<file path="config.mk">
export PLATFORM = sky130hd
export DESIGN_NAME = cycle_extract
export DESIGN_NICKNAME = d
export VERILOG_FILES = /design/src/rtl/cycle_extract.sv
export SDC_FILE = /design/constraint.sdc
export NUM_CORES = 1
export LEC_CHECK = 0
export CORE_ASPECT_RATIO = 0.5
export CORE_UTILIZATION = 50
export CTS_CLUSTER_DIAMETER = 30
export DETAILED_ROUTE_END_ITERATION = 16
export GPL_TIMING_DRIVEN = 0
export PLACE_DENSITY = 0.85
export SYNTH_ARGS = -nofsm -noshare
export SYNTH_HDL_FRONTEND = slang
export SYNTH_SLANG_ARGS = --single-unit
</file>
<file path="constraint.sdc">
create_clock -name clk -period 2.3 [get_ports clk]
set_input_delay 0.46 -clock clk [delete_from_list [all_inputs] [get_ports clk]]
set_output_delay 0.46 -clock clk [all_outputs]
set_load 0.005 [all_outputs]
</file>
<file path="src/rtl/cycle_extract.sv">
// cycle_extract
//   Scans a Bellman-Ford result (vertmat: distance + predecessor, adjmat: edge
//   weights) for an edge that can still be relaxed. On the first such edge it
//   walks the predecessor chain NODES steps so that it is guaranteed to stand
//   inside the negative cycle, then streams that cycle's vertices out over a
//   valid/ready handshake. Memories have a two-cycle read latency, so every
//   probe is address / wait / evaluate with the address held throughout.
//   Optional feature: define CYCLE_EXTRACT_LEN_EN to add the cycle_len output.

`ifndef NODES
`define NODES 4
`endif
`ifndef PRED_WIDTH
`define PRED_WIDTH 1
`endif
`ifndef WEIGHT_WIDTH
`define WEIGHT_WIDTH 30
`endif
`ifndef VERT_WIDTH
`define VERT_WIDTH 32
`endif

module cycle_extract (
  input  logic                   clk,
  input  logic                   cycle_reset_n,
  input  logic                   cycle_start,
  output logic [`PRED_WIDTH:0]   vertmat_addr_a,
  output logic [`PRED_WIDTH:0]   vertmat_addr_b,
  input  logic [`VERT_WIDTH:0]   vertmat_q_a,
  input  logic [`VERT_WIDTH:0]   vertmat_q_b,
  output logic [`PRED_WIDTH:0]   adjmat_row_addr,
  output logic [`PRED_WIDTH:0]   adjmat_col_addr,
  input  logic [`WEIGHT_WIDTH:0] adjmat_q,
  output logic [`PRED_WIDTH:0]   out_vertex,
  output logic                   out_valid,
  input  logic                   out_ready,
  output logic                   out_last,
  output logic                   cycle_found,
  output logic                   cycle_done
`ifdef CYCLE_EXTRACT_LEN_EN
  ,
  output logic [`PRED_WIDTH+1:0] cycle_len
`endif
);

  localparam int N  = `NODES;
  localparam int IW = `PRED_WIDTH + 1;
  localparam int DW = `WEIGHT_WIDTH + 1;
  localparam int VW = `VERT_WIDTH + 1;
  localparam int LW = `PRED_WIDTH + 2;

  localparam logic [IW-1:0] LAST_IDX = IW'(N - 1);
  localparam logic [DW-1:0] DIST_INF = DW'(31'h777fffff);

  typedef enum logic [2:0] {
    S_IDLE,
    S_SCAN,
    S_WALK,
    S_EMIT,
    S_DONE
  } state_t;

  // Probe phases; PH_HOLD is only used in EMIT while a beat is on offer.
  localparam logic [1:0] PH_ADDR = 2'd0;
  localparam logic [1:0] PH_WAIT = 2'd1;
  localparam logic [1:0] PH_EVAL = 2'd2;
  localparam logic [1:0] PH_HOLD = 2'd3;

  state_t          r_state,     w_state_nxt;
  logic [1:0]      r_phase,     w_phase_nxt;
  logic [IW-1:0]   r_i,         w_i_nxt;
  logic [IW-1:0]   r_j,         w_j_nxt;
  logic [IW-1:0]   r_cur,       w_cur_nxt;
  logic [IW-1:0]   r_anchor,    w_anchor_nxt;
  logic [IW-1:0]   r_next,      w_next_nxt;
  logic [IW-1:0]   r_step,      w_step_nxt;
  logic [IW-1:0]   r_emit_cnt,  w_emit_cnt_nxt;
  logic            r_found,     w_found_nxt;
  logic            r_done,      w_done_nxt;
  logic            r_valid,     w_valid_nxt;
  logic            r_last,      w_last_nxt;
`ifdef CYCLE_EXTRACT_LEN_EN
  logic [LW-1:0]   r_len,       w_len_nxt;
`endif

  logic [DW-1:0]    w_dist_a;
  logic [DW-1:0]    w_dist_b;
  logic [IW-1:0]    w_pred_a;
  logic signed [DW:0] w_sum;
  logic             w_hit;
  logic             w_accept;
  logic             w_unused;

  assign w_dist_a = vertmat_q_a[DW-1:0];
  assign w_dist_b = vertmat_q_b[DW-1:0];
  assign w_pred_a = vertmat_q_a[DW +: IW];
  // Port B only ever supplies dist[j]; its predecessor field is not needed.
  assign w_unused = ^vertmat_q_b[VW-1:DW];

  // One extra bit keeps dist[i] + e exact, so the relax test cannot wrap.
  assign w_sum = $signed({w_dist_a[DW-1], w_dist_a}) + $signed({adjmat_q[DW-1], adjmat_q});
  assign w_hit = (adjmat_q != '0) && (w_dist_a != DIST_INF) &&
                 (w_sum < $signed({w_dist_b[DW-1], w_dist_b}));

  assign w_accept = r_valid && out_ready;

  // Memory addresses are a pure function of registered state, so they stay
  // put for the whole address/wait/evaluate sequence of a probe.
  always_comb begin
    vertmat_addr_a  = '0;
    vertmat_addr_b  = '0;
    adjmat_row_addr = '0;
    adjmat_col_addr = '0;
    case (r_state)
      S_SCAN: begin
        vertmat_addr_a  = r_i;
        vertmat_addr_b  = r_j;
        adjmat_row_addr = r_i;
        adjmat_col_addr = r_j;
      end
      S_WALK, S_EMIT: vertmat_addr_a = r_cur;
      default: ;
    endcase
  end

  // Next-state and next-datapath logic for the scan/walk/emit sequencer.
  always_comb begin
    // NOTE: every target gets its hold value first; a path that skips an
    // assignment would otherwise infer a latch.
    w_state_nxt    = r_state;
    w_phase_nxt    = r_phase;
    w_i_nxt        = r_i;
    w_j_nxt        = r_j;
    w_cur_nxt      = r_cur;
    w_anchor_nxt   = r_anchor;
    w_next_nxt     = r_next;
    w_step_nxt     = r_step;
    w_emit_cnt_nxt = r_emit_cnt;
    w_found_nxt    = r_found;
    w_done_nxt     = r_done;
    w_valid_nxt    = r_valid;
    w_last_nxt     = r_last;
`ifdef CYCLE_EXTRACT_LEN_EN
    w_len_nxt      = r_len;
`endif

    case (r_state)
      S_IDLE, S_DONE: begin
        if (cycle_start) begin
          w_state_nxt    = S_SCAN;
          w_phase_nxt    = PH_ADDR;
          w_i_nxt        = '0;
          w_j_nxt        = '0;
          w_step_nxt     = '0;
          w_emit_cnt_nxt = '0;
          w_found_nxt    = 1'b0;
          w_done_nxt     = 1'b0;
`ifdef CYCLE_EXTRACT_LEN_EN
          w_len_nxt      = '0;
`endif
        end
      end

      S_SCAN: begin
        if (r_phase != PH_EVAL) begin
          w_phase_nxt = r_phase + 2'd1;
        end else begin
          w_phase_nxt = PH_ADDR;
          if (w_hit) begin
            w_cur_nxt   = r_j;
            w_found_nxt = 1'b1;
            w_step_nxt  = '0;
            w_state_nxt = S_WALK;
          end else if (r_j == LAST_IDX) begin
            w_j_nxt = '0;
            if (r_i == LAST_IDX) begin
              w_state_nxt = S_DONE;
              w_done_nxt  = 1'b1;
            end else begin
              w_i_nxt = r_i + IW'(1);
            end
          end else begin
            w_j_nxt = r_j + IW'(1);
          end
        end
      end

      // NODES predecessor hops from any vertex always land on a cycle. A
      // chain passing through the source vertex is not special-cased.
      S_WALK: begin
        if (r_phase != PH_EVAL) begin
          w_phase_nxt = r_phase + 2'd1;
        end else begin
          w_phase_nxt = PH_ADDR;
          w_cur_nxt   = w_pred_a;
          w_step_nxt  = r_step + IW'(1);
          if (r_step == LAST_IDX) begin
            w_anchor_nxt   = w_pred_a;
            w_emit_cnt_nxt = '0;
            w_state_nxt    = S_EMIT;
          end
        end
      end

      // The beat is registered once pred[cur] lands and then frozen until
      // accepted, so out_* never depend on out_ready combinationally.
      S_EMIT: begin
        case (r_phase)
          PH_ADDR, PH_WAIT: w_phase_nxt = r_phase + 2'd1;
          PH_EVAL: begin
            w_phase_nxt = PH_HOLD;
            w_valid_nxt = 1'b1;
            w_next_nxt  = w_pred_a;
            w_last_nxt  = (w_pred_a == r_anchor) || (r_emit_cnt == LAST_IDX);
          end
          default: begin
            if (w_accept) begin
              w_valid_nxt = 1'b0;
              w_last_nxt  = 1'b0;
              w_cur_nxt   = r_next;
`ifdef CYCLE_EXTRACT_LEN_EN
              w_len_nxt   = r_len + LW'(1);
`endif
              if (r_last) begin
                w_state_nxt = S_DONE;
                w_done_nxt  = 1'b1;
              end else begin
                w_emit_cnt_nxt = r_emit_cnt + IW'(1);
                w_phase_nxt    = PH_ADDR;
              end
            end
          end
        endcase
      end

      default: w_state_nxt = S_IDLE;
    endcase
  end

  // State and datapath registers; reset drops any beat on offer at once.
  always_ff @(posedge clk or negedge cycle_reset_n) begin
    if (!cycle_reset_n) begin
      r_state    <= S_IDLE;
      r_phase    <= PH_ADDR;
      r_i        <= '0;
      r_j        <= '0;
      r_cur      <= '0;
      r_anchor   <= '0;
      r_next     <= '0;
      r_step     <= '0;
      r_emit_cnt <= '0;
      r_found    <= 1'b0;
      r_done     <= 1'b0;
      r_valid    <= 1'b0;
      r_last     <= 1'b0;
`ifdef CYCLE_EXTRACT_LEN_EN
      r_len      <= '0;
`endif
    end else begin
      // NOTE: non-blocking so every flop samples pre-edge values.
      r_state    <= w_state_nxt;
      r_phase    <= w_phase_nxt;
      r_i        <= w_i_nxt;
      r_j        <= w_j_nxt;
      r_cur      <= w_cur_nxt;
      r_anchor   <= w_anchor_nxt;
      r_next     <= w_next_nxt;
      r_step     <= w_step_nxt;
      r_emit_cnt <= w_emit_cnt_nxt;
      r_found    <= w_found_nxt;
      r_done     <= w_done_nxt;
      r_valid    <= w_valid_nxt;
      r_last     <= w_last_nxt;
`ifdef CYCLE_EXTRACT_LEN_EN
      r_len      <= w_len_nxt;
`endif
    end
  end

  assign out_vertex  = r_cur;
  assign out_valid   = r_valid;
  assign out_last    = r_last;
  assign cycle_found = r_found;
  assign cycle_done  = r_done;
`ifdef CYCLE_EXTRACT_LEN_EN
  assign cycle_len   = r_len;
`endif

endmodule

</file>
; ---- Yosys cells after proc, flatten, opt, wreduce, memory -nomap -nowiden
; Index checks and enable logic that the tools add are counted.
; Widths: inputs -> output; s select.
[totals]
ff_bits = 23
in_bits = 101
out_inout_bits = 14
word_cells = 143
[op_classes]
n_addsub = 6
n_lt_le_gt_ge = 1
n_eq_ne = 30
n_mux = 60
bitwise = 2
reduce_logical = 31
[op_table]
columns = operator, count
row1 = $mux 2, 26
row2 = $add 31x31->32, 1
row3 = $lt 32x31->1, 1
row4 = $ne 31x31->1 const B, 1
row5 = $reduce_bool 31->1, 1
row6 = $mux 3, 10
row7 = $ne 2x2->1 const B, 14
row8 = $pmux 2 s3, 4
row9 = $reduce_and 9->1, 2
row10 = $pmux 2 s2, 4
row11 = $reduce_bool 3->1, 5
row12 = $pmux 3 s4, 1
row13 = $reduce_and 4->1, 3
row14 = $reduce_and 6->1, 2
row15 = $mux 1, 11
row16 = $add 2x1->2 const B, 5
row17 = $eq 2x2->1 const B, 5
row18 = $ne 4x4->1 const B, 2
row19 = $reduce_or 2->1, 4
row20 = $reduce_and 7->1, 1
row21 = $eq 3x2->1 const B, 2
row22 = $ne 3x3->1 const B, 2
row23 = $pmux 1 s2, 3
row24 = $reduce_and 3->1, 2
row25 = other kinds (14), 18

; ---- Depth between registers and ports, before layout
; Gate-level depths: netlist of run 1.
[logic_depth]
word_depth = 6
depth_mapped = 22

; ---- Worst setup path after synthesis of run 1
; OpenSTA, ideal clock, no wires.
[synth_timing]
path_type = input-to-reg
start = input port vertmat_q_a[2]
end = register r_i[0]
setup_time_ns = 0.125
arrival_ns = 4.523
required_ns = 2.175
path_slack_ns = -2.348
path_stages = 20
n_path_buf = 0
path_cell_list = ha_1 -> and3_1 -> a2111oi_4 -> nand3_1 -> a31o_2 -> a31oi_1 -> nand2_1 -> a31o_2 -> a21oi_2 -> xnor2_1 -> ha_1 -> nand4_1 -> nor3_2 -> o221ai_1 -> o211a_1 -> and4_4 -> nor3_4 -> nand2_2 -> a211o_1 -> mux2_2
[synth_between]
elab_chain_cells = 5
word_cells_on_any_way = 7
[synth_rtl]
columns = element, line
row1 = "start, declared", 29  ; input logic [`VERT_WIDTH:0] vertmat_q_a,
row2 = $add 31x31->32 / $ne 31x31->1 (equally long branches), "101, 102"
row3 = $lt 32x31->1 / $logic_and 1x1->1 (equally long branches), "103, 102"
row4 = $logic_and 1x1->1 *, 102  ; assign w_hit = (adjmat_q != '0) && (w_dist_a != DIST_INF) &&
row5 = $ne 2x2->1 (no source line) *, n/a
row6 = $reduce_and 6->1 (no source line) *, n/a
row7 = "end signal, assigned", 263  ; r_i <= w_i_nxt;
row8 = "end, declared", 71  ; logic [IW-1:0] r_i, w_i_nxt;
; Every way passes the cells marked *; elsewhere a longest branch is shown, timed or not.
; A chain may end at the register's enable or synchronous reset.

; ---- Final worst setup path of run 1
[layout_timing]
start = input port adjmat_q[6]
end = register r_i[0]
[layout_between]
elab_chain_cells = 5
word_cells_on_any_way = 7
[layout_rtl]
columns = element, line
row1 = "start, declared", 33  ; input logic [`WEIGHT_WIDTH:0] adjmat_q,
row2 = $add 31x31->32 / $reduce_bool 31->1 (equally long branches), "101, 102"
row3 = $lt 32x31->1 / $logic_and 1x1->1 (equally long branches), "103, 102"
row4 = $logic_and 1x1->1 *, 102
row5 = $ne 2x2->1 (no source line) *, n/a
row6 = $reduce_and 6->1 (no source line) *, n/a
; Marks and branches as above.

==> results of run 1 <==
==> flip-flops by register name (all words and copies together) (netlist names) <==
| register | cells |
|---|---|
| r_step | 2 |
| r_emit_cnt | 2 |
| r_anchor | 2 |
| cycle_done | 1 |
| out_vertex | 2 |
| r_j | 2 |
| out_valid | 1 |
| r_i | 2 |
| cycle_found | 1 |
| r_phase | 2 |
| out_last | 1 |
| r_state | 3 |
| r_next | 2 |
==> worst register-to-register path: stages (launching register included) <==
cell      delay [ns]
dfrtp_2         0.49
or3b_2          0.48
clkbuf_1        0.25
o22ai_1         0.62
o21bai_1        0.33
o21ai_0         0.19
nand2_1         0.11
==> routing by layer <==
| metal | global-route usage, % | vias to the layer above | part of all wire [%] |
|---|---|---|---|
| met5 | 0 | - | 0 |
| met2 | 57.9 | 221 | 50 |
| met1 | 35.6 | 2207 | 41 |
| li1 | - | 2202 | - |
| met3 | 3.96 | 37 | 6.8 |
| met4 | 7.50 | 0 | 2.3 |
==> worst paths after layout <==
kind | slack (ns) | from | end
setup / recovery | -2.42 | adjmat_q[6] | r_i[0]$_DFFE_PN0P_
hold / removal | 0.51 | cycle_done$_DFFE_PN0P_ | cycle_done$_DFFE_PN0P_
setup reg to reg | -0.22 | r_state[1]$_DFFE_PN0P_ | r_state[1]$_DFFE_PN0P_
hold reg to reg | 0.51 | cycle_done$_DFFE_PN0P_ | cycle_done$_DFFE_PN0P_
max in group asynchronous | 0.80 | cycle_reset_n | r_state[1]$_DFFE_PN0P_
min in group asynchronous | 0.78 | cycle_reset_n | r_emit_cnt[0]$_DFFE_PN0P_
==> cell families (layout without fill, tap and decap cells) <==
| logic type | Yosys count | in the layout | synth area share [%] |
|---|---|---|---|
| xor+xnor | 30 | 30 | 6.61 |
| fa+ha+maj | 73 | 73 | 23.2 |
| simple gates | 173 | 173 | 22.7 |
| compound gates | 142 | 142 | 23.7 |
| flops | 23 | 23 | 14.5 |
| buf+inv | 62 | 221 | 6.07 |
| mux | 12 | 12 | 3.27 |
==> Yosys cell counts (11+ instances only) <==
cell / n / area share (%)
ha_1: 72 / 23
inv_1: 49 / 4.6
a21oi_1: 41 / 5.2
nor2_1: 41 / 3.9
nand2_1: 36 / 3.4
o21ai_0: 29 / 3.6
dfrtp_1: 23 / 14
xnor2_1: 22 / 4.8
nand3_1: 15 / 1.9
nand4_1: 15 / 2.4
a21o_1: 11 / 2.1
nor3_1: 11 / 1.4
==> power groups by stage <==
stage	combinational, µW	clock [µW]	sequential (µW)
after floorplan	1530	0	634
after global placement	2160	0	663
after detailed placement	2230	0	670
after CTS	2590	388	677
after global routing	3040	411	702
final	2790	387	687
==> stage by stage <==
step	total power (µW)	setup WS, ns
after floorplan	2160	-2.08
after global routing	4150	-2.53
after CTS	3660	-2.32
final	3870	-2.42
after global placement	2830	-3.43
after detailed placement	2900	-3.44
==> cells in the final DEF, fill, tap and decap left out, types with 10 or more instances in the layout <==
cell type	n
a21o_1	11
o21ai_1	10
clkdlybuf4s50_1	61
inv_1	48
nor2_1	39
ha_4	22
dfrtp_1	22
xnor2_1	22
buf_4	44
nand3_1	14
a21oi_1	35
ha_1	49
nand2_1	34
o21ai_0	18
nand4_1	15
dlygate4sd2_1	34
==> cell type report <==
cell class / count / area (µm²) / share of cell area [%]
Buffer: 9 / 63.8 / 1.04
Timing Repair Buffer: 159 / 1480 / 23.9
Sequential cell: 23 / 577 / 9.36
Clock inverter: 1 / 5.00 / 0.0812
Tap cell: 108 / 135 / 2.19
Inverter: 49 / 184 / 2.99
Multi-Input combinational cell: 430 / 3650 / 59.2
Clock buffer: 3 / 75.1 / 1.22
==> what timing repair did <==
item | 4_1_cts | 5_1_grt
pin swaps | 53 | 36
endpoints found under the setup margin | 22 | 23
gates resized for setup | 161 | 20
hold buffers | 0 | 0
setup buffers | 32 | 16
==> impl_results.md, run 1 <==
* Routed WL per cell at 16.7 µm
* Failing checks: setup timing
* Die height at 65.1 µm
* Critical path type: in -> reg
* Final Slew Violations at 0
* Power share of the clock group at 10.0%
* Clock Path Buffers at 2
* Net count after synthesis at 689
* Rel. slew slack at 27.9%
* # rows at 22
* Worst-Skew Late Latency at 0.26 ns
* Pin count of the biggest net entering global routing at 24
* F_max at 212 MHz
* Commonest register cell after synthesis: dfrtp_1
* Placer Congestion at 0.906
* P_leak at 0.00286 µW
* Antenna violations before repair at 0
* CTS Buf Count at 3
* Nets at 849
* Maximum vdd drop at 475 µV
* Critical path launch point type: primary input
* Worst R2R Path Depth at 6
* Max_cap viols at 0
* First-pass GRT wire length at 20100 µm
* CTS tree: done
* Combinational Power Share at 72.2%
* Filler Cell Count at 476
* Placed cells at 735
* EDFF count, synth at 0
* DRC at 0
* Synth-to-Final Area Change at 54.9%
* Worst Hold Class: reg -> reg
* YS warnings at 0
* Clock skew at 0.00425 ns
* Register bit total from synthesis at 23
* Final Hold Fails at 0
* NetSw at 1670 µW
* Min Tclk post-route at 4.72 ns
* Critical path peak fanout at 6
* P per Cell Area at 627 mW/mm²
* Clock slew seen by the registers of the worst setup and hold paths at 0.06 ns
* CP endpoint kind: register
* Post-DRT Antenna Nets at 0
* DR pass1 iterations at 5
* Fin worst setup slack at -2.42 ns
* Total track usage at 30.2%
* Overflow after GRT at 0
* Buf+Inv Stages, Crit Path at 3
* Sequential area share after synthesis at 14.5%
* Post-route cell area at 0.00616 mm²
* Worst path cell trace: dlygate4sd2_1, ha_4, buf_4, a21oi_1, nand3_2, a31o_4, a31oi_4, nand2_2, a31o_4, a21oi_2, xnor2_1, ha_1, nand4_1, nor3_4, o221ai_2, o211a_1, nor4b_4, nor3_4, buf_12, nand2_4, a211o_1, mux2_4
* Final WL at 13000 µm
* Cell variety after synth at 61
* Final Cycle Share at 205%
* Setup TNS at -30.02 ns
* Cell-internal power at 2190 µW
* Placed Area at 0.00532 mm²
* Mapped Cells at 515
* Status: finished, violations left
* Vias per inst at 5.97
* Switching share of power at 43.3%
* Average cell area after synthesis at 7.72 µm²
* Post-Syn Area at 0.00398 mm²
* Die width at 128 µm
* Number of port buffers at 112
* Post-layout instance count excluding filler cells at 782
* Core Region at 0.00751 mm²
* Arrival time at the worst endpoint at 4.87 ns
* Via Count at 4667
* Crit path required time at 2.45 ns
* Final HPWL from detailed placement at 8910 µm
* Hold Crit Depth at 2
* IO Pins at 115
* Initial DRC count at 369
* Area of the die at 0.00834 mm²
* Hold_ws at 0.507 ns
* Worst-Margin Slew at 1.08 ns
* Worst path slowest cell: ha_1
* Layout cells sized above 1 at 21.7%
* Clock root buffer: clkbuf_16
* Post-layout util at 82.0%
* CP max stage delay at 0.31 ns
* N_diodes at 0
* H-tree Lvls at 1
* Synth async-reset ratio at 100%
* Vias in the first global route at 4431
* Critical path's top delay family: compound AO/OA/AOI/OAI gates
* Starting Density at 52.9%
* RSZ-0062 raised after global routing: true
* Crit path depth at 22
* Clk sinks at 23
* Part of the power in registers at 17.8%
* Count of final setup violators at 13
Power figures use the tool's default switching activity.
==> run 2, diff against run 1 <==
--- a/config.mk
+++ b/config.mk
@@ -9,6 +9,7 @@
 export CORE_UTILIZATION = 50
 export CTS_CLUSTER_DIAMETER = 30
 export DETAILED_ROUTE_END_ITERATION = 16
+export GPL_ROUTABILITY_DRIVEN = 0
 export GPL_TIMING_DRIVEN = 0
 export PLACE_DENSITY = 0.85
 export SYNTH_ARGS = -nofsm -noshare
==> constraint.sdc (replaced) <==
create_clock -name clk -period 5.02 [get_ports clk]
set_input_delay 1.004 -clock clk [delete_from_list [all_inputs] [get_ports clk]]
set_output_delay 1.004 -clock clk [all_outputs]
set_load 0.005 [all_outputs]
==> run 2 against run 1 <==
Against the previous run:
- the flow still finishes with violations (setup timing)
- sequential power decreased by 56%
- hold slack got worse by 0.018 ns
- clock skew decreased by 0.0014 ns
- via count decreased by 3.2%
- critical path type unchanged
- highest routed layer unchanged
==> impl_results.md, run 2 (synthesized netlist as in run 1, its figures left out) <==
* CTS tree: done
* Post-layout instance count excluding filler cells at 759
* Arrival time at the worst endpoint at 5.35 ns
* Total track usage at 28.8%
* Worst Hold Class: reg -> reg
* Failing checks: setup timing
* H-tree Lvls at 1
* Count of final setup violators at 9
* Post-layout util at 78.8%
* Critical path peak fanout at 7
* Layout cells sized above 1 at 17.7%
* Worst r2r dst: r_state[0]$_DFFE_PN0P_
* Worst path cell trace: clkdlybuf4s50_1, ha_2, a21o_1, a21o_1, o21bai_2, a21oi_2, o21ai_2, a41o_1, a311oi_2, xnor2_1, ha_1, nand4_1, nor3_4, o221ai_2, o211a_1, nor4b_4, nor3_4, buf_6, nand2_4, a211o_1, mux2_4
* Vias per inst at 5.95
* Via Count at 4519
* CP max stage delay at 0.45 ns
* Maximum vdd drop at 161 µV
* Part of the power in registers at 18.5%
* Area of the die at 0.00834 mm²
* Reg-to-reg slack, setup at 2.47 ns
* Max_cap viols at 0
* Clk sinks at 23
* Core Region at 0.00751 mm²
* Total power at 1650 µW
* Starting Density at 52.9%
* Worst-Margin Slew at 1.03 ns
* Hold Crit Depth at 1
* Clock Path Buffers at 2
* Number of port buffers at 112
* Placed cells at 735
* Final Cycle Share at 104%
* CP endpoint kind: register
* Hold path start: cycle_found$_DFFE_PN0P_
* Power share of the clock group at 10.6%
* Worst R2R Path Depth at 8
* Final Hold Fails at 0
* Nets at 826
* Crit path required time at 5.17 ns
* F_max at 192 MHz
* Die height at 65.1 µm
* Antenna violations before repair at 0
* Final Slew Violations at 0
* Cell-internal power at 926 µW
* Fin worst setup slack at -0.183 ns
* NetSw at 722 µW
* Post-DRT Antenna Nets at 0
* Largest Register: r_state
* Overflow after GRT at 0
* Synth-to-Final Area Change at 48.9%
* N_diodes at 0
* Max reg flops at 3
* DRC at 0
* Min Tclk post-route at 5.20 ns
* Hold Path End: cycle_found$_DFFE_PN0P_
* Critical path type: in -> reg
* Critical path launch point type: primary input
* IO Pins at 115
* Clock root buffer: clkbuf_16
* Initial DRC count at 293
* Switching share of power at 43.8%
* DR pass1 iterations at 5
* First-pass GRT wire length at 19400 µm
* P per Cell Area at 278 mW/mm²
* Vias in the first global route at 4297
* RSZ-0062 raised after global routing: true
* Combinational Power Share at 70.9%
* CTS Buf Count at 3
* Setup TNS at -0.903 ns
* # rows at 22
* P_leak at 0.00263 µW
* Clock slew seen by the registers of the worst setup and hold paths at 0.06 ns
* Routed WL per cell at 16.4 µm
* Status: finished, violations left
* Clock skew at 0.00280 ns
* Pin count of the biggest net entering global routing at 24
* Rel. slew slack at 31.1%
* Most frequent cells in the layout: 71 x clkdlybuf4s50_1, 49 x inv_1, 48 x ha_1
* Final WL at 12400 µm
* Worst-Skew Late Latency at 0.26 ns
* Final HPWL from detailed placement at 8960 µm
* Worst r2r src: r_state[1]$_DFFE_PN0P_
* Worst path slowest cell: clkdlybuf4s50_1
* Die width at 128 µm
* Commonest non-fill, non-tap cell in the layout: clkdlybuf4s50_1
[run 2: metal layers]
layer	vias to the layer above	track usage, %	part of all wire (%)
li1	2149	-	-
met1	2121	34.8	42
met2	208	54.4	50
met3	41	3.06	5.3
met4	0	8.24	2.6
met5	-	0	0
[run 2: worst max path at each step]
stage	to	startpoint	slack, ns
final	r_i[0]$_DFFE_PN0P_	adjmat_q[20]	-0.18
after global routing	r_i[0]$_DFFE_PN0P_	adjmat_q[20]	-0.40
after CTS	r_i[0]$_DFFE_PN0P_	adjmat_q[2]	-0.18
after detailed placement	out_vertex[1]$_DFFE_PN0P_	vertmat_q_a[0]	-1.31
after global placement	out_vertex[1]$_DFFE_PN0P_	vertmat_q_a[0]	-1.27
after floorplan	r_i[0]$_DFFE_PN0P_	vertmat_q_a[1]	0.003
[run 2: repair_timing]
action                     4_1_cts  5_1_grt
pin swaps                       29       29
hold buffers                     0        0
setup endpoints to repair       13       13
buffers inserted                12       11
gates resized for setup        138       24
[run 2: worst max-delay path: cells and delay by family]
family | cells | cell delay, ns
mux | 1 | 0.26
buf+inv | 2 | 0.61
fa+ha+maj | 2 | 0.51
compound gates | 10 | 2.02
simple gates | 5 | 0.83
xor+xnor | 1 | 0.11
[run 2: stage by stage]
stage | instance area (µm²) | worst slack, ns | hold WS [ns]
2_1_floorplan | 4030 | 0.00316 | 0.477
3_3_place_gp | 5290 | -1.27 | 0.476
3_5_place_dp | 5290 | -1.31 | 0.482
4_1_cts | 5770 | -0.184 | 0.496
5_1_grt | 5920 | -0.400 | 0.527
6_report | 5920 | -0.183 | 0.489
[run 2: power by group through the flow]
stage	clock [µW]	sequential, µW	combinational, µW
6_report	175	304	1170
5_1_grt	184	313	1270
4_1_cts	174	303	1100
3_5_place_dp	0	304	1010
3_3_place_gp	0	301	977
2_1_floorplan	0	290	686
[run 2: cell type report]
cell class | count | area (µm²)
Buffer | 10 | 46.3
Clock buffer | 3 | 75.1
Clock inverter | 1 | 5.00
Fill cell | 489 | 1590
Inverter | 49 | 184
Multi-Input combinational cell | 430 | 3620
Sequential cell | 23 | 576
Tap cell | 108 | 135
Timing Repair Buffer | 135 | 1280
